**src/rtl/side_buf_if.sv**
```systemverilog
// Side-buffer bundle: deflected-flit push, router free-slot mask, re-injection result.
interface side_buf_if #(
    parameter int unsigned FLIT_W = 32
);
    logic              push_vld;
    logic [FLIT_W-1:0] push_flit;
    logic [3:0]        free_vec;
    logic              full;
    logic              redirect_gnt;
    logic [1:0]        rand_num;
    logic              reinj_vld;
    logic [3:0]        reinj_chnl;
    logic [FLIT_W-1:0] reinj_flit;
    logic              ovf_err;

    modport master (
        output push_vld, push_flit, free_vec,
        input  full, redirect_gnt, rand_num, reinj_vld, reinj_chnl, reinj_flit, ovf_err
    );

    modport slave (
        input  push_vld, push_flit, free_vec,
        output full, redirect_gnt, rand_num, reinj_vld, reinj_chnl, reinj_flit, ovf_err
    );
endinterface

```
**src/rtl/side_buf_ctrl.sv**
```systemverilog
// Deflection side buffer: circular FIFO with round-robin re-injection into free router slots.
// Define SIDE_BUF_STARVE_EN to add the starvation counter and forced random redirect.
module side_buf_ctrl #(
    parameter int unsigned DEPTH     = 4,
    parameter int unsigned STARVE_TH = 8,
    parameter int unsigned FLIT_W    = 32
) (
    input  logic     clk,
    input  logic     reset,
    side_buf_if.slave bus
);
    localparam int unsigned PW = $clog2(DEPTH);

    typedef logic [FLIT_W-1:0] flit_int_t;

    if (DEPTH < 2 || (DEPTH & (DEPTH - 1)) != 0 || STARVE_TH < 1 || STARVE_TH > 255) begin : g_param_check
        $error("side_buf_ctrl: DEPTH must be a power of two >= 2 and STARVE_TH in 1..255");
    end

    flit_int_t     mem [DEPTH];
    logic [PW-1:0] rd_ptr;
    logic [PW-1:0] wr_ptr;
    logic [PW:0]   count;
    logic [1:0]    rr;
    logic [7:0]    lfsr;
    logic          ovf;

    logic          full;
    logic          empty;
    logic          any_free;
    logic          push_ok;
    logic          pop;
    logic          redirect;
    logic          found;
    logic [1:0]    cand;
    logic [1:0]    pick_idx;

    assign full     = (count == (PW + 1)'(DEPTH));
    assign empty    = (count == '0);
    assign any_free = |bus.free_vec;
    assign push_ok  = bus.push_vld & ~full;
    assign pop      = ~empty & (any_free | redirect);

`ifdef SIDE_BUF_STARVE_EN
    logic [7:0] starve_cnt;

    assign redirect = ~empty & ~any_free & (starve_cnt == 8'(STARVE_TH));

    // Redirect always pops, so the counter never runs past STARVE_TH.
    always_ff @(posedge clk or posedge reset) begin
        if (reset) begin
            starve_cnt <= '0;
        end else if (pop || empty) begin
            starve_cnt <= '0;
        end else if (!any_free) begin
            starve_cnt <= starve_cnt + 8'd1;
        end
    end
`else
    assign redirect = 1'b0;
`endif

    // First free slot at or above rr, wrapping 3 -> 0.
    always_comb begin
        found    = 1'b0;
        pick_idx = '0;
        cand     = '0;
        for (int unsigned i = 0; i < 4; i++) begin
            cand = rr + 2'(i);
            if (!found && bus.free_vec[cand]) begin
                found    = 1'b1;
                pick_idx = cand;
            end
        end
    end

    always_comb begin
        bus.reinj_vld  = pop;
        bus.reinj_chnl = '0;
        bus.reinj_flit = '0;
        if (pop) begin
            bus.reinj_flit = mem[rd_ptr];
            bus.reinj_chnl = redirect ? (4'b0001 << bus.rand_num) : (4'b0001 << pick_idx);
        end
    end

    assign bus.full         = full;
    assign bus.redirect_gnt = redirect;
    assign bus.rand_num     = lfsr[1:0];
    assign bus.ovf_err      = ovf;

    always_ff @(posedge clk or posedge reset) begin
        if (reset) begin
            rd_ptr <= '0;
            wr_ptr <= '0;
            count  <= '0;
            rr     <= '0;
            ovf    <= 1'b0;
            lfsr   <= 8'hA5;
        end else begin
            lfsr  <= {lfsr[6:0], lfsr[7] ^ lfsr[5] ^ lfsr[4] ^ lfsr[3]};
            count <= count + (PW + 1)'(push_ok) - (PW + 1)'(pop);
            if (push_ok) begin
                wr_ptr <= wr_ptr + 1'b1;
            end
            if (pop) begin
                rd_ptr <= rd_ptr + 1'b1;
            end
            if (pop && !redirect) begin
                rr <= pick_idx + 2'd1;
            end
            if (bus.push_vld && full) begin
                ovf <= 1'b1;
            end
        end
    end

    // Payload storage needs no reset; pointers define what is valid.
    always_ff @(posedge clk) begin
        if (push_ok) begin
            mem[wr_ptr] <= bus.push_flit;
        end
    end
endmodule

```
**src/flat_wrapper.sv**
```systemverilog
// flat-port wrapper written by rule: the top's interface ports become plain ports
module side_buf_ctrl_flat 
#(
    parameter int unsigned DEPTH     = 4,
    parameter int unsigned STARVE_TH = 8,
    parameter int unsigned FLIT_W    = 32
)
  (clk, reset, bus_push_vld, bus_push_flit, bus_free_vec, bus_full, bus_redirect_gnt, bus_rand_num, bus_reinj_vld, bus_reinj_chnl, bus_reinj_flit, bus_ovf_err);
  side_buf_if #(.FLIT_W(FLIT_W)) bus_i ();
  input  logic clk;
  input  logic reset;
  input wire logic [$bits(bus_i.push_vld)-1:0] bus_push_vld;
  input wire logic [$bits(bus_i.push_flit)-1:0] bus_push_flit;
  input wire logic [$bits(bus_i.free_vec)-1:0] bus_free_vec;
  output wire logic [$bits(bus_i.full)-1:0] bus_full;
  output wire logic [$bits(bus_i.redirect_gnt)-1:0] bus_redirect_gnt;
  output wire logic [$bits(bus_i.rand_num)-1:0] bus_rand_num;
  output wire logic [$bits(bus_i.reinj_vld)-1:0] bus_reinj_vld;
  output wire logic [$bits(bus_i.reinj_chnl)-1:0] bus_reinj_chnl;
  output wire logic [$bits(bus_i.reinj_flit)-1:0] bus_reinj_flit;
  output wire logic [$bits(bus_i.ovf_err)-1:0] bus_ovf_err;
  assign bus_i.push_vld = bus_push_vld;
  assign bus_i.push_flit = bus_push_flit;
  assign bus_i.free_vec = bus_free_vec;
  assign bus_full = bus_i.full;
  assign bus_redirect_gnt = bus_i.redirect_gnt;
  assign bus_rand_num = bus_i.rand_num;
  assign bus_reinj_vld = bus_i.reinj_vld;
  assign bus_reinj_chnl = bus_i.reinj_chnl;
  assign bus_reinj_flit = bus_i.reinj_flit;
  assign bus_ovf_err = bus_i.ovf_err;
  side_buf_ctrl #(.DEPTH(DEPTH), .STARVE_TH(STARVE_TH), .FLIT_W(FLIT_W)) u_core (.clk(clk), .reset(reset), .bus(bus_i));
endmodule
```
**config.mk**
```make
export PLATFORM = sky130hd
export DESIGN_NAME = side_buf_ctrl_flat
export DESIGN_NICKNAME = d
export VERILOG_FILES = /design/src/rtl/side_buf_if.sv /design/src/rtl/side_buf_ctrl.sv /design/src/flat_wrapper.sv
export SDC_FILE = /design/constraint.sdc
export NUM_CORES = 1
export LEC_CHECK = 0
export ABC_AREA = 1
export BUFFER_PORTS_ARGS = -buffer_cell sky130_fd_sc_hd__buf_2
export CORE_MARGIN = 10
export CORE_UTILIZATION = 55
export DETAILED_ROUTE_END_ITERATION = 8
export HOLD_SLACK_MARGIN = 0.02
export PLACE_DENSITY = 0.81
export SETUP_SLACK_MARGIN = 0.02
export SYNTH_ARGS = -nofsm -noshare
export SYNTH_HDL_FRONTEND = slang
export SYNTH_SLANG_ARGS = --single-unit
export TNS_END_PERCENT = 30
```
**constraint.sdc**
```tcl
create_clock -name clk -period 7.3 [get_ports clk]
set_clock_uncertainty 0.1 [all_clocks]
set_input_delay 1.825 -clock clk [delete_from_list [all_inputs] [get_ports clk]]
set_output_delay 1.825 -clock clk [all_outputs]
set_load 0.01 [all_outputs]
```
==> results of run 1 <==
[synthesized netlist by cell type, drive strengths merged]
master	instances	area, µm²
a21o	1	7.51
a21oi	32	160
a31oi	1	6.26
buf	11	71.3
clkbuf	18	67.6
conb	1	3.75
dfrtp	14	350
dfstp	4	105
edfxtp	128	3840
fa	1	20.0
ha	6	75.1
inv	28	108
nand2	46	203
nand3	11	85.1
nand4	4	31.3
nor2	141	539
o21ai	68	340
xnor2	3	26.3
xor2	3	26.3
[area by class of cell]
type	count	share of cell area
repair buffers	83	0.0598
well taps	140	0.0246
flip-flops and latches	146	0.604
multi-input cells	318	0.218
clock inverters	14	0.0193
clock buffers	18	0.0587
inverters	28	0.0151
[placed cells by master, fill, tap and decap left out, types with 3 or more instances in the layout]
| master | n |
|---|---|
| sky130_fd_sc_hd__dfstp_2 | 4 |
| sky130_fd_sc_hd__nand3_1 | 5 |
| sky130_fd_sc_hd__inv_1 | 24 |
| sky130_fd_sc_hd__nand4_1 | 3 |
| sky130_fd_sc_hd__nand2_2 | 9 |
| sky130_fd_sc_hd__clkinv_1 | 3 |
| sky130_fd_sc_hd__buf_4 | 4 |
| sky130_fd_sc_hd__nand2_1 | 36 |
| sky130_fd_sc_hd__nor2_4 | 5 |
| sky130_fd_sc_hd__dfrtp_1 | 13 |
| sky130_fd_sc_hd__clkinv_2 | 3 |
| sky130_fd_sc_hd__nand3_2 | 6 |
| sky130_fd_sc_hd__inv_2 | 3 |
| sky130_fd_sc_hd__xor2_1 | 3 |
| sky130_fd_sc_hd__a21oi_1 | 32 |
| sky130_fd_sc_hd__buf_2 | 79 |
| sky130_fd_sc_hd__clkbuf_16 | 16 |
| sky130_fd_sc_hd__edfxtp_1 | 128 |
| sky130_fd_sc_hd__o21ai_0 | 67 |
| sky130_fd_sc_hd__nor2_1 | 135 |
| sky130_fd_sc_hd__xnor2_1 | 3 |
| sky130_fd_sc_hd__clkinv_4 | 3 |
| sky130_fd_sc_hd__ha_1 | 6 |
[metal layers]
| metal | part of all wire | track usage | wire (µm) |
|---|---|---|---|
| met5 | 0 | 0 | 0 |
| met4 | 0.015 | 0.0589 | 196 |
| met3 | 0.066 | 0.0515 | 849 |
| met2 | 0.50 | 0.275 | 6440 |
| met1 | 0.42 | 0.187 | 5350 |
[how the worst max path moves through the flow]
| stage | start | to | slack (ps) | depth (start not counted) |
|---|---|---|---|---|
| after CTS | bus_free_vec[0] | bus_reinj_chnl[2] | 2060 | 8 |
| after detailed placement | bus_free_vec[0] | bus_reinj_chnl[2] | 2070 | 8 |
| final | bus_free_vec[0] | bus_reinj_chnl[2] | 2100 | 8 |
| after global placement | bus_free_vec[0] | bus_reinj_chnl[2] | 2120 | 8 |
| after global routing | bus_free_vec[2] | bus_reinj_chnl[2] | 1960 | 8 |
| after floorplan | bus_free_vec[3] | bus_reinj_chnl[3] | 2730 | 11 |
[report_power, final]
| part | internal, µW | total, µW | switching (µW) |
|---|---|---|---|
| Clock | 484 | 808 | 324 |
| Sequential | 1100 | 1160 | 56.0 |
| Combinational | 401 | 1240 | 841 |
[critical path, cell delays in order]
cell and delay, ps:
sky130_fd_sc_hd__buf_2 110, sky130_fd_sc_hd__inv_1 100, sky130_fd_sc_hd__nand4_1 120, sky130_fd_sc_hd__nand2_1 450
sky130_fd_sc_hd__inv_1 280, sky130_fd_sc_hd__nand4_1 200, sky130_fd_sc_hd__inv_1 50, sky130_fd_sc_hd__buf_2 140
[cell families (layout without fill, tap and decap cells)]
group	count (synthesis)	in the layout	synth area share
other cells	1	1	0.000618
compound gates	102	102	0.0847
xor+xnor	6	6	0.00866
simple gates	202	202	0.141
buf+inv	57	143	0.0406
flops	146	146	0.708
fa+ha+maj	7	7	0.0157
[sequential cells by signal, indices dropped and copies added (netlist names)]
name and cells:
u_core.count 3, u_core.lfsr 8, u_core.rr 2, u_core.mem 128, u_core.rd_ptr 2, u_core.bus.ovf_err 1, u_core.wr_ptr 2
[metrics by stage]
stage | hold slack, ps | area (µm²)
2_1_floorplan | 233 | 6070
3_3_place_gp | 237 | 6560
3_5_place_dp | 244 | 6560
4_1_cts | 256 | 7120
5_1_grt | 266 | 7120
6_report | 252 | 7120
==> impl_metrics.prom, run 1 <==
# TYPE chip_impl_metric gauge
chip_impl_info{name="status",value="complete, no violations"} 1
chip_impl_info{name="timing.setup.critical_path_class",value="input pin to output port"} 1
chip_impl_metric{name="worst_skew_pair.late_latency",unit="ps"} 520
chip_impl_metric{name="clock_sinks",unit=""} 146
chip_impl_info{name="crit-reg2reg-capture",value="u_core.count[2]"} 1
chip_impl_metric{name="timing_worst_slew_pin_value",unit="ps"} 1070
chip_impl_metric{name="area_used_by_sequential_logic_in_the_layout",unit="mm²"} 0.00430
chip_impl_info{name="grt_setup_unrepaired",value="no"} 1
chip_impl_metric{name="grt_pass1_vias",unit=""} 4026
chip_impl_metric{name="arrival",unit="ps"} 3280
chip_impl_metric{name="tot_gr_track_use",unit=""} 0.161
chip_impl_metric{name="drv.max_cap_violation_count",unit=""} 0
chip_impl_metric{name="holdBufCountCts",unit=""} 0
chip_impl_info{name="min_to",value="u_core.lfsr[7]"} 1
chip_impl_metric{name="hold_viol_final",unit=""} 0
chip_impl_metric{name="timing.final.max_slew_violations",unit=""} 0
chip_impl_metric{name="area_of_the_die",unit="mm²"} 0.0156
chip_impl_metric{name="layout_setup_ws",unit="ps"} 2100
chip_impl_metric{name="setup_viol",unit=""} 0
chip_impl_metric{name="mappedNetlistNets",unit=""} 567
chip_impl_metric{name="r2r_setup_slack",unit="ps"} 4650
chip_impl_metric{name="cts_htree_levels",unit=""} 4
chip_impl_info{name="hold_class",value="register to register"} 1
chip_impl_metric{name="seq_area_frac_synth",unit=""} 0.708
chip_impl_metric{name="clk_path_buf_depth",unit=""} 2
chip_impl_metric{name="totalPowerFinal",unit="µW"} 3210
chip_impl_metric{name="placement_rows",unit=""} 38
chip_impl_metric{name="critical_path_peak_fanout",unit=""} 14
chip_impl_metric{name="die-width",unit="µm"} 125
chip_impl_metric{name="yosys.cell_types.count",unit=""} 31
chip_impl_metric{name="grt_pass1_wl",unit="µm"} 20200
chip_impl_metric{name="route.detailed.drc",unit=""} 0
chip_impl_info{name="reg2reg_from",value="u_core.count[1]"} 1
chip_impl_metric{name="relative_slew_margins",unit=""} 0.288
chip_impl_metric{name="ys.warnings.count",unit=""} 0
chip_impl_metric{name="vias",unit=""} 4056
chip_impl_metric{name="min_period_over_period",unit=""} 0.713
chip_impl_metric{name="synthesized_cell_area",unit="mm²"} 0.00607
chip_impl_metric{name="gp_congestion",unit=""} 0.776
chip_impl_metric{name="top_level_ports",unit=""} 81
chip_impl_metric{name="critical_path_required",unit="ps"} 5380
chip_impl_metric{name="hold_depth",unit=""} 0
chip_impl_metric{name="synthToLayoutAreaGrowth",unit="%"} 17.3
chip_impl_metric{name="buffers_inserted_during_post_cts_setup_optimization",unit=""} 0
chip_impl_metric{name="syn_avg_cell_area",unit="µm²"} 11.6
chip_impl_metric{name="final_cell_count_no_fill",unit=""} 747
chip_impl_metric{name="start_util",unit=""} 0.560
chip_impl_info{name="clockRootBuffer",value="sky130_fd_sc_hd__clkbuf_8"} 1
chip_impl_metric{name="drt_pass1_iterations",unit=""} 5
chip_impl_metric{name="dpl.hpwl",unit="µm"} 7780
chip_impl_metric{name="antennaDiodeCount",unit=""} 0
chip_impl_metric{name="avgViaCountPerCell",unit=""} 5.43
chip_impl_metric{name="finalCriticalPeriod",unit="ps"} 5200
chip_impl_metric{name="cts_inserted_buffers",unit=""} 17
chip_impl_metric{name="total_area_of_multi_input_combinational_cells",unit="mm²"} 0.00155
chip_impl_metric{name="fill_cell_total_of_the_finished_layout",unit=""} 779
chip_impl_metric{name="post_cts_resize_count",unit=""} 0
chip_impl_metric{name="cts.clk_slew.worst_paths",unit="ps"} 60
chip_impl_metric{name="drt-wirelength-per-cell",unit="µm"} 17.2
chip_impl_metric{name="worst_ir_drop_vdd",unit="V"} 0.000311
chip_impl_metric{name="proportion_of_layout_cells_with_a_drive_suffix_above_1",unit=""} 0.236
chip_impl_metric{name="synth_seq_cells",unit=""} 146
chip_impl_metric{name="dp_slack",unit="ps"} 2070
chip_impl_metric{name="finalCoreUtilization",unit=""} 0.657
chip_impl_metric{name="placed_cells",unit=""} 715
chip_impl_metric{name="globalRoute.totalOverflow",unit=""} 0
chip_impl_metric{name="core_area",unit="mm²"} 0.0108
chip_impl_metric{name="grt_antenna_before_repair",unit=""} 0
chip_impl_metric{name="die_h",unit="µm"} 125
chip_impl_metric{name="grt_start_max_net_pins",unit=""} 66
chip_impl_metric{name="drtAntennaViolNets",unit=""} 0
chip_impl_info{name="cts_tree",value="done"} 1
chip_impl_metric{name="power_density",unit="mW/mm²"} 451
chip_impl_metric{name="worst-r2r-cell-count",unit=""} 9
chip_impl_info{name="worstSetupStartpointType",value="input pin"} 1
chip_impl_metric{name="design.final.nets",unit=""} 640
chip_impl_metric{name="routed_wl",unit="µm"} 12800
chip_impl_metric{name="initialDrtViolationCount",unit=""} 318
chip_impl_metric{name="fmax",unit="MHz"} 192
chip_impl_metric{name="setup_total_negative_slack",unit="ps"} 0
chip_impl_metric{name="total_leakage_power",unit="µW"} 0.00280
chip_impl_metric{name="post_synth_inst_count",unit=""} 521
chip_impl_metric{name="count_of_buffers_from_port_buffering",unit=""} 79
chip_impl_info{name="timing.critical_path.to_type",value="output port"} 1
chip_impl_info{name="min-delay-start",value="u_core.lfsr[6]"} 1
No activity file was read; power rests on OpenSTA's default activity.
==> run 2: changes to the inputs <==
clock period = 4.95 ns   (was 7.3 ns; I/O delays follow)
==> impl_metrics.prom, run 2 (synthesis gave the netlist of run 1 again) <==
# TYPE chip_impl_metric gauge
chip_impl_info{name="status",value="complete, no violations"} 1
chip_impl_metric{name="count_of_buffers_from_port_buffering",unit=""} 79
chip_impl_metric{name="holdBufCountCts",unit=""} 0
chip_impl_metric{name="setup_total_negative_slack",unit="ps"} 0
chip_impl_metric{name="cts_inserted_buffers",unit=""} 17
chip_impl_metric{name="synthToLayoutAreaGrowth",unit="%"} 18.7
chip_impl_metric{name="total_leakage_power",unit="µW"} 0.00284
chip_impl_metric{name="timing.final.max_slew_violations",unit=""} 0
chip_impl_metric{name="avgViaCountPerCell",unit=""} 5.36
chip_impl_metric{name="routed_wl",unit="µm"} 12600
chip_impl_metric{name="cts_htree_levels",unit=""} 4
chip_impl_metric{name="gp_congestion",unit=""} 0.823
chip_impl_metric{name="post_cts_resize_count",unit=""} 0
chip_impl_metric{name="critical_path_required",unit="ps"} 3610
chip_impl_info{name="timing.critical_path.to_type",value="output port"} 1
chip_impl_metric{name="setup_viol",unit=""} 0
chip_impl_metric{name="clock_sinks",unit=""} 146
chip_impl_metric{name="drv.max_cap_violation_count",unit=""} 0
chip_impl_metric{name="hold_viol_final",unit=""} 0
chip_impl_metric{name="r2r_setup_slack",unit="ps"} 2340
chip_impl_metric{name="worst_skew_pair.late_latency",unit="ps"} 510
chip_impl_metric{name="critical_path_peak_fanout",unit=""} 35
chip_impl_metric{name="core_area",unit="mm²"} 0.0108
chip_impl_metric{name="placed_cell_area",unit="mm²"} 0.00656
chip_impl_metric{name="tot_gr_track_use",unit=""} 0.159
chip_impl_metric{name="grt_pass1_vias",unit=""} 4102
chip_impl_metric{name="proportion_of_layout_cells_with_a_drive_suffix_above_1",unit=""} 0.242
chip_impl_metric{name="globalRoute.totalOverflow",unit=""} 0
chip_impl_metric{name="relative_slew_margins",unit=""} 0.263
chip_impl_metric{name="fin_area",unit="mm²"} 0.00720
chip_impl_metric{name="buffers_inserted_during_post_cts_setup_optimization",unit=""} 0
chip_impl_metric{name="initialDrtViolationCount",unit=""} 351
chip_impl_metric{name="grt_pass1_wl",unit="µm"} 20200
chip_impl_metric{name="grt_antenna_before_repair",unit=""} 2
chip_impl_metric{name="arrival",unit="ps"} 2650
chip_impl_metric{name="top_level_ports",unit=""} 81
chip_impl_info{name="hold_class",value="register to register"} 1
chip_impl_metric{name="largest_register_ffs",unit=""} 128
chip_impl_info{name="timing.setup.critical_path_class",value="input pin to output port"} 1
chip_impl_info{name="largest-register",value="u_core.mem"} 1
chip_impl_metric{name="route.detailed.drc",unit=""} 0
chip_impl_metric{name="vias",unit=""} 4014
chip_impl_metric{name="finalCriticalPeriod",unit="ps"} 3980
chip_impl_metric{name="final_cell_count_no_fill",unit=""} 749
chip_impl_metric{name="hold-worst-slack",unit="ps"} 259
chip_impl_metric{name="design.final.nets",unit=""} 640
chip_impl_metric{name="dpl.hpwl",unit="µm"} 7360
chip_impl_metric{name="timing_worst_slew_pin_value",unit="ps"} 1100
chip_impl_info{name="worstSetupStartpointType",value="input pin"} 1
chip_impl_metric{name="start_util",unit=""} 0.560
chip_impl_info{name="clockRootBuffer",value="sky130_fd_sc_hd__clkbuf_8"} 1
chip_impl_info{name="mostFrequentLayoutCell",value="sky130_fd_sc_hd__nor2_1"} 1
chip_impl_metric{name="drt-wirelength-per-cell",unit="µm"} 16.8
chip_impl_info{name="final_cell_mix",value="135 x sky130_fd_sc_hd__nor2_1, 128 x sky130_fd_sc_hd__edfxtp_1, 79 x sky130_fd_sc_hd__buf_2, 67 x sky130_fd_sc_hd__o21ai_0, 36 x sky130_fd_sc_hd__nand2_1"} 1
chip_impl_info{name="grt_setup_unrepaired",value="no"} 1
chip_impl_metric{name="area_of_the_die",unit="mm²"} 0.0156
chip_impl_metric{name="drtAntennaViolNets",unit=""} 0
chip_impl_metric{name="clk_path_buf_depth",unit=""} 2
chip_impl_metric{name="fmax",unit="MHz"} 251
chip_impl_metric{name="cts.clk_slew.worst_paths",unit="ps"} 70
chip_impl_metric{name="die-width",unit="µm"} 125
chip_impl_metric{name="grt_start_max_net_pins",unit=""} 66
chip_impl_metric{name="die_h",unit="µm"} 125
chip_impl_metric{name="min_period_over_period",unit=""} 0.805
chip_impl_metric{name="drt_pass1_iterations",unit=""} 5
chip_impl_metric{name="worst_ir_drop_vdd",unit="V"} 0.000379
chip_impl_info{name="cts_tree",value="done"} 1
chip_impl_metric{name="placed_cells",unit=""} 715
chip_impl_metric{name="power_density",unit="mW/mm²"} 677
chip_impl_metric{name="placement_rows",unit=""} 38
chip_impl_info{name="registers_with_the_highest_flip_flop_counts",value="u_core.mem x128, u_core.lfsr x8, u_core.count x3"} 1
run 2: worst max-delay path, stage by stage:
cell and delay (ps):
sky130_fd_sc_hd__buf_2 110, sky130_fd_sc_hd__inv_1 100, sky130_fd_sc_hd__nand4_1 110, sky130_fd_sc_hd__nand2_1 70, sky130_fd_sc_hd__buf_4 390, sky130_fd_sc_hd__inv_1 250
sky130_fd_sc_hd__nand4_1 200, sky130_fd_sc_hd__inv_1 50, sky130_fd_sc_hd__buf_2 140
run 2: path summary, 6_finish.rpt:
kind                            startpoint                end  depth (start not counted)
setup reg to reg           u_core.count[1]    u_core.count[2]                         10
min in group asynchronous            reset     u_core.lfsr[6]                          2
hold / removal              u_core.lfsr[6]     u_core.lfsr[7]                          0
setup / recovery           bus_free_vec[0]  bus_reinj_chnl[2]                          9
hold reg to reg             u_core.lfsr[6]     u_core.lfsr[7]                          0
max in group asynchronous            reset   u_core.rd_ptr[0]                          2
run 2: metrics by stage:
step                power, µW  worst slack [ps]   util
floorplan                2950              1550      -
global placement         3490               986  0.605
detailed placement       3560               971  0.605
CTS                      4920               973  0.664
global route             5210               874  0.664
finish                   4880               966  0.664
run 2: report_power, final:
part,internal (µW),switching [µW],leakage [µW]
clock network,839,510,0.000317
registers,1620,103,0.00138
logic,589,1210,0.00114
run 2: per-layer routing:
metal / vias up / part of all wire / track usage
met3: 12 / 0.073 / 0.0507
li1: 1927 / - / -
met5: - / 0 / 0
met2: 164 / 0.50 / 0.264
met4: 0 / 0.010 / 0.0535
met1: 1911 / 0.41 / 0.192
run 2: layout make-up:
cell class | instances | area [µm²]
Clock inverter | 15 | 221
Multi-Input combinational cell | 318 | 1550
Clock buffer | 17 | 414
Sequential cell | 146 | 4300
Inverter | 28 | 108
Timing Repair Buffer | 83 | 425
Fill cell | 776 | 3640
Antenna cell | 2 | 5.00
Tap cell | 140 | 175
==> run 3: changes to the inputs <==
ABC_AREA = 0   (was 1)
clock period = 3.8 ns   (was 4.95 ns; I/O delays follow)
==> impl_metrics.prom, run 3 <==
# TYPE chip_impl_metric gauge
chip_impl_metric{name="proportion_of_layout_cells_with_a_drive_suffix_above_1",unit=""} 0.433
chip_impl_metric{name="grt_pass1_wl",unit="µm"} 16600
chip_impl_info{name="worstSetupStartpointType",value="input pin"} 1
chip_impl_info{name="hold_class",value="register to register"} 1
chip_impl_metric{name="buffers_inserted_during_post_cts_setup_optimization",unit=""} 0
chip_impl_info{name="post-synth-top-count-cell",value="sky130_fd_sc_hd__edfxtp_1"} 1
chip_impl_info{name="synth.top_cells.by_count",value="128 x sky130_fd_sc_hd__edfxtp_1, 32 x sky130_fd_sc_hd__and2_1, 32 x sky130_fd_sc_hd__mux4_2, 14 x sky130_fd_sc_hd__dfrtp_1, 9 x sky130_fd_sc_hd__inv_1"} 1
chip_impl_metric{name="timing.final.max_slew_violations",unit=""} 0
chip_impl_metric{name="gp_congestion",unit=""} 0.777
chip_impl_metric{name="total_leakage_power",unit="µW"} 0.00257
chip_impl_metric{name="fmax",unit="MHz"} 299
chip_impl_metric{name="cts_htree_levels",unit=""} 4
chip_impl_metric{name="timing_worst_slew_pin_value",unit="ps"} 824
chip_impl_metric{name="hold-worst-slack",unit="ps"} 281
chip_impl_metric{name="drt_pass1_iterations",unit=""} 4
chip_impl_metric{name="globalRoute.totalOverflow",unit=""} 0
chip_impl_metric{name="area_of_the_die",unit="mm²"} 0.0150
chip_impl_metric{name="area_used_by_sequential_logic_in_the_layout",unit="mm²"} 0.00430
chip_impl_info{name="critPathSlowestCell",value="sky130_fd_sc_hd__or4_4"} 1
chip_impl_metric{name="synth_largest_type_area_fraction",unit=""} 0.668
chip_impl_metric{name="dpl.hpwl",unit="µm"} 6610
chip_impl_info{name="largest-register",value="u_core.mem"} 1
chip_impl_metric{name="power.share.clock",unit=""} 0.311
chip_impl_metric{name="hold_viol_final",unit=""} 0
chip_impl_metric{name="cts_inserted_buffers",unit=""} 17
chip_impl_info{name="mostFrequentLayoutCell",value="sky130_fd_sc_hd__edfxtp_1"} 1
chip_impl_metric{name="synth_seq_cells",unit=""} 146
chip_impl_info{name="registers_with_the_highest_flip_flop_counts",value="u_core.mem x128, u_core.lfsr x8, u_core.count x3"} 1
chip_impl_metric{name="power_frac_seq",unit=""} 0.398
chip_impl_metric{name="post_synth_inst_count",unit=""} 281
chip_impl_metric{name="design_internal_power",unit="µW"} 4160
chip_impl_metric{name="power_density",unit="mW/mm²"} 840
chip_impl_metric{name="die-width",unit="µm"} 122
chip_impl_metric{name="synth_enable_flop_cells",unit=""} 128
chip_impl_metric{name="grt_pass1_vias",unit=""} 3045
chip_impl_metric{name="critical_path_peak_fanout",unit=""} 37
chip_impl_metric{name="post_cts_resize_count",unit=""} 0
chip_impl_metric{name="ys.warnings.count",unit=""} 0
chip_impl_metric{name="largest_register_ffs",unit=""} 128
chip_impl_metric{name="drt-wirelength-per-cell",unit="µm"} 20.4
chip_impl_metric{name="route.detailed.drc",unit=""} 0
chip_impl_metric{name="die_h",unit="µm"} 122
chip_impl_metric{name="mappedNetlistNets",unit=""} 327
chip_impl_metric{name="seq_area_frac_synth",unit=""} 0.747
chip_impl_metric{name="setup_viol",unit=""} 0
chip_impl_metric{name="critical_path_required",unit="ps"} 2750
chip_impl_metric{name="holdBufCountCts",unit=""} 0
chip_impl_metric{name="arrival",unit="ps"} 2300
chip_impl_metric{name="yosys.cell_types.count",unit=""} 36
chip_impl_metric{name="top_level_ports",unit=""} 81
chip_impl_metric{name="drtAntennaViolNets",unit=""} 0
chip_impl_metric{name="vias",unit=""} 2807
chip_impl_metric{name="routed_wl",unit="µm"} 10600
chip_impl_metric{name="cts.clk_slew.worst_paths",unit="ps"} 60
chip_impl_metric{name="netSwitchingFraction",unit=""} 0.284
chip_impl_info{name="cts_tree",value="done"} 1
chip_impl_metric{name="total_area_of_multi_input_combinational_cells",unit="mm²"} 0.00131
chip_impl_info{name="synth_flop_cell",value="sky130_fd_sc_hd__edfxtp_1"} 1
chip_impl_metric{name="min_period_over_period",unit=""} 0.881
chip_impl_info{name="final_cell_mix",value="128 x sky130_fd_sc_hd__edfxtp_1, 79 x sky130_fd_sc_hd__buf_2, 32 x sky130_fd_sc_hd__mux4_2, 28 x sky130_fd_sc_hd__and2_1, 16 x sky130_fd_sc_hd__clkbuf_16"} 1
chip_impl_metric{name="clock_sinks",unit=""} 146
chip_impl_metric{name="design.final.nets",unit=""} 416
chip_impl_metric{name="tot_gr_track_use",unit=""} 0.151
chip_impl_metric{name="syn_avg_cell_area",unit="µm²"} 20.5
chip_impl_metric{name="core_area",unit="mm²"} 0.0103
chip_impl_metric{name="avgViaCountPerCell",unit=""} 5.41
chip_impl_info{name="status",value="complete, no violations"} 1
chip_impl_metric{name="clk_path_buf_depth",unit=""} 2
chip_impl_info{name="critical_path.cell_chain",value="buf_2, or4_4, o31ai_4, inv_8, and2_1, buf_2"} 1
chip_impl_metric{name="fill_cell_total_of_the_finished_layout",unit=""} 694
chip_impl_metric{name="start_util",unit=""} 0.560
chip_impl_metric{name="synthToLayoutAreaGrowth",unit="%"} 20.5
chip_impl_metric{name="initialDrtViolationCount",unit=""} 139
chip_impl_metric{name="pwr-share-comb",unit=""} 0.292
chip_impl_metric{name="relative_slew_margins",unit=""} 0.450
chip_impl_metric{name="grt_antenna_before_repair",unit=""} 1
chip_impl_metric{name="placement_rows",unit=""} 37
chip_impl_metric{name="antennaDiodeCount",unit=""} 0
chip_impl_metric{name="grt_start_max_net_pins",unit=""} 38
chip_impl_metric{name="worst_skew_pair.late_latency",unit="ps"} 520
chip_impl_metric{name="critPathMaxStageDelay",unit="ps"} 550
chip_impl_metric{name="synth-async-reset-ratio",unit=""} 0.123
chip_impl_metric{name="drv.max_cap_violation_count",unit=""} 0
chip_impl_info{name="grt_setup_unrepaired",value="no"} 1
chip_impl_info{name="timing.critical_path.to_type",value="output port"} 1
chip_impl_info{name="synth_top_area_cell",value="sky130_fd_sc_hd__edfxtp_1"} 1
chip_impl_metric{name="worst_ir_drop_vdd",unit="V"} 0.000478
chip_impl_info{name="timing.setup.critical_path_class",value="input pin to output port"} 1
chip_impl_info{name="clockRootBuffer",value="sky130_fd_sc_hd__clkbuf_8"} 1
chip_impl_metric{name="count_of_buffers_from_port_buffering",unit=""} 79
chip_impl_metric{name="finalCriticalPeriod",unit="ps"} 3350
chip_impl_info{name="critPathMostFrequentCell",value="sky130_fd_sc_hd__buf_2"} 1
chip_impl_metric{name="p_switching",unit="µW"} 1660
chip_impl_info{name="yosys-top-cells-area",value="sky130_fd_sc_hd__edfxtp_1 67%, sky130_fd_sc_hd__mux4_2 13%, sky130_fd_sc_hd__dfrtp_1 6.1%"} 1
chip_impl_metric{name="synthesized_cell_area",unit="mm²"} 0.00575
chip_impl_metric{name="setup_total_negative_slack",unit="ps"} 0
run 3: cell count changes in the layout (fill, tap and decap cells not counted), moves of 9 or more:
cell                      before  now
sky130_fd_sc_hd__nor2_1      135    2
sky130_fd_sc_hd__and2_1        0   28
sky130_fd_sc_hd__o21ai_0      67    1
sky130_fd_sc_hd__nand2_1      36    5
sky130_fd_sc_hd__a21oi_1      32    3
sky130_fd_sc_hd__nand2_2       9    0
sky130_fd_sc_hd__mux4_2        0   32
sky130_fd_sc_hd__inv_1        24    9
run 3: final cells by class:
type | count | share of cell area
tap | 136 | 0.0245
multi-input combinational | 110 | 0.189
timing repair buffer | 85 | 0.0653
inverter | 10 | 0.00650
clock buffer | 19 | 0.0608
sequential | 146 | 0.621
clock inverter | 13 | 0.0334
run 3: final timing paths:
kind,slack (ps),cells after the start,endpoint,startpoint
worst min-delay path,280,0,u_core.lfsr[7],u_core.lfsr[6]
worst max-delay path,450,6,bus_reinj_flit[15],bus_free_vec[3]
min in group asynchronous,420,2,u_core.lfsr[1],reset
max in group asynchronous,2700,2,u_core.rd_ptr[0],reset
worst min register to register,280,0,u_core.lfsr[7],u_core.lfsr[6]
worst max register to register,1260,5,u_core.mem[1][0],u_core.count[1]
run 3: per-stage QoR:
stage	instance area, µm²	worst slack [ps]	power (µW)	util	instances
after floorplan	5750	770	3470	-	281
after detailed placement	6280	468	4080	0.611	487
after global routing	6930	397	6130	0.674	519
final	6930	454	5820	0.674	519
after global placement	6280	486	4030	0.611	487
after CTS	6930	440	5910	0.674	519
run 3: routing by layer:
metal | wire length (µm) | vias up | share of wire | GRT usage
met4 | 174 | 2 | 0.016 | 0.0685
li1 | - | 1269 | - | -
met1 | 4100 | 1447 | 0.39 | 0.174
met3 | 636 | 14 | 0.060 | 0.0500
met2 | 5680 | 75 | 0.54 | 0.253
met5 | 7 | - | 0.00066 | 0
run 3: kinds of logic (layout without fill, tap and decap cells):
kind of cell             Yosys count  after routing  share of synthesized area
buffers and inverters             25            127                     0.0263
adder cells (fa/ha/maj)            7              7                     0.0165
AND/OR/NAND/NOR                   50             50                     0.0528
multiplexers                      33             33                      0.128
flip-flops                       146            146                      0.747
AO/OA/AOI/OAI                     11             11                     0.0165
XOR/XNOR                           8              8                     0.0122
other                              1              1                   0.000652
run 3: power groups by stage:
stage	logic [µW]	registers (µW)	clock network (µW)
after global placement	1700	2330	0
final	1700	2310	1810
after detailed placement	1740	2340	0
after CTS	1750	2320	1840
after global routing	1870	2350	1910
after floorplan	1260	2210	0
run 3: worst max-delay path: cells and delay by family:
kind	cells	cell delay [ps]
AO/OA/AOI/OAI	1	140
buffers and inverters	3	440
AND/OR/NAND/NOR	2	760
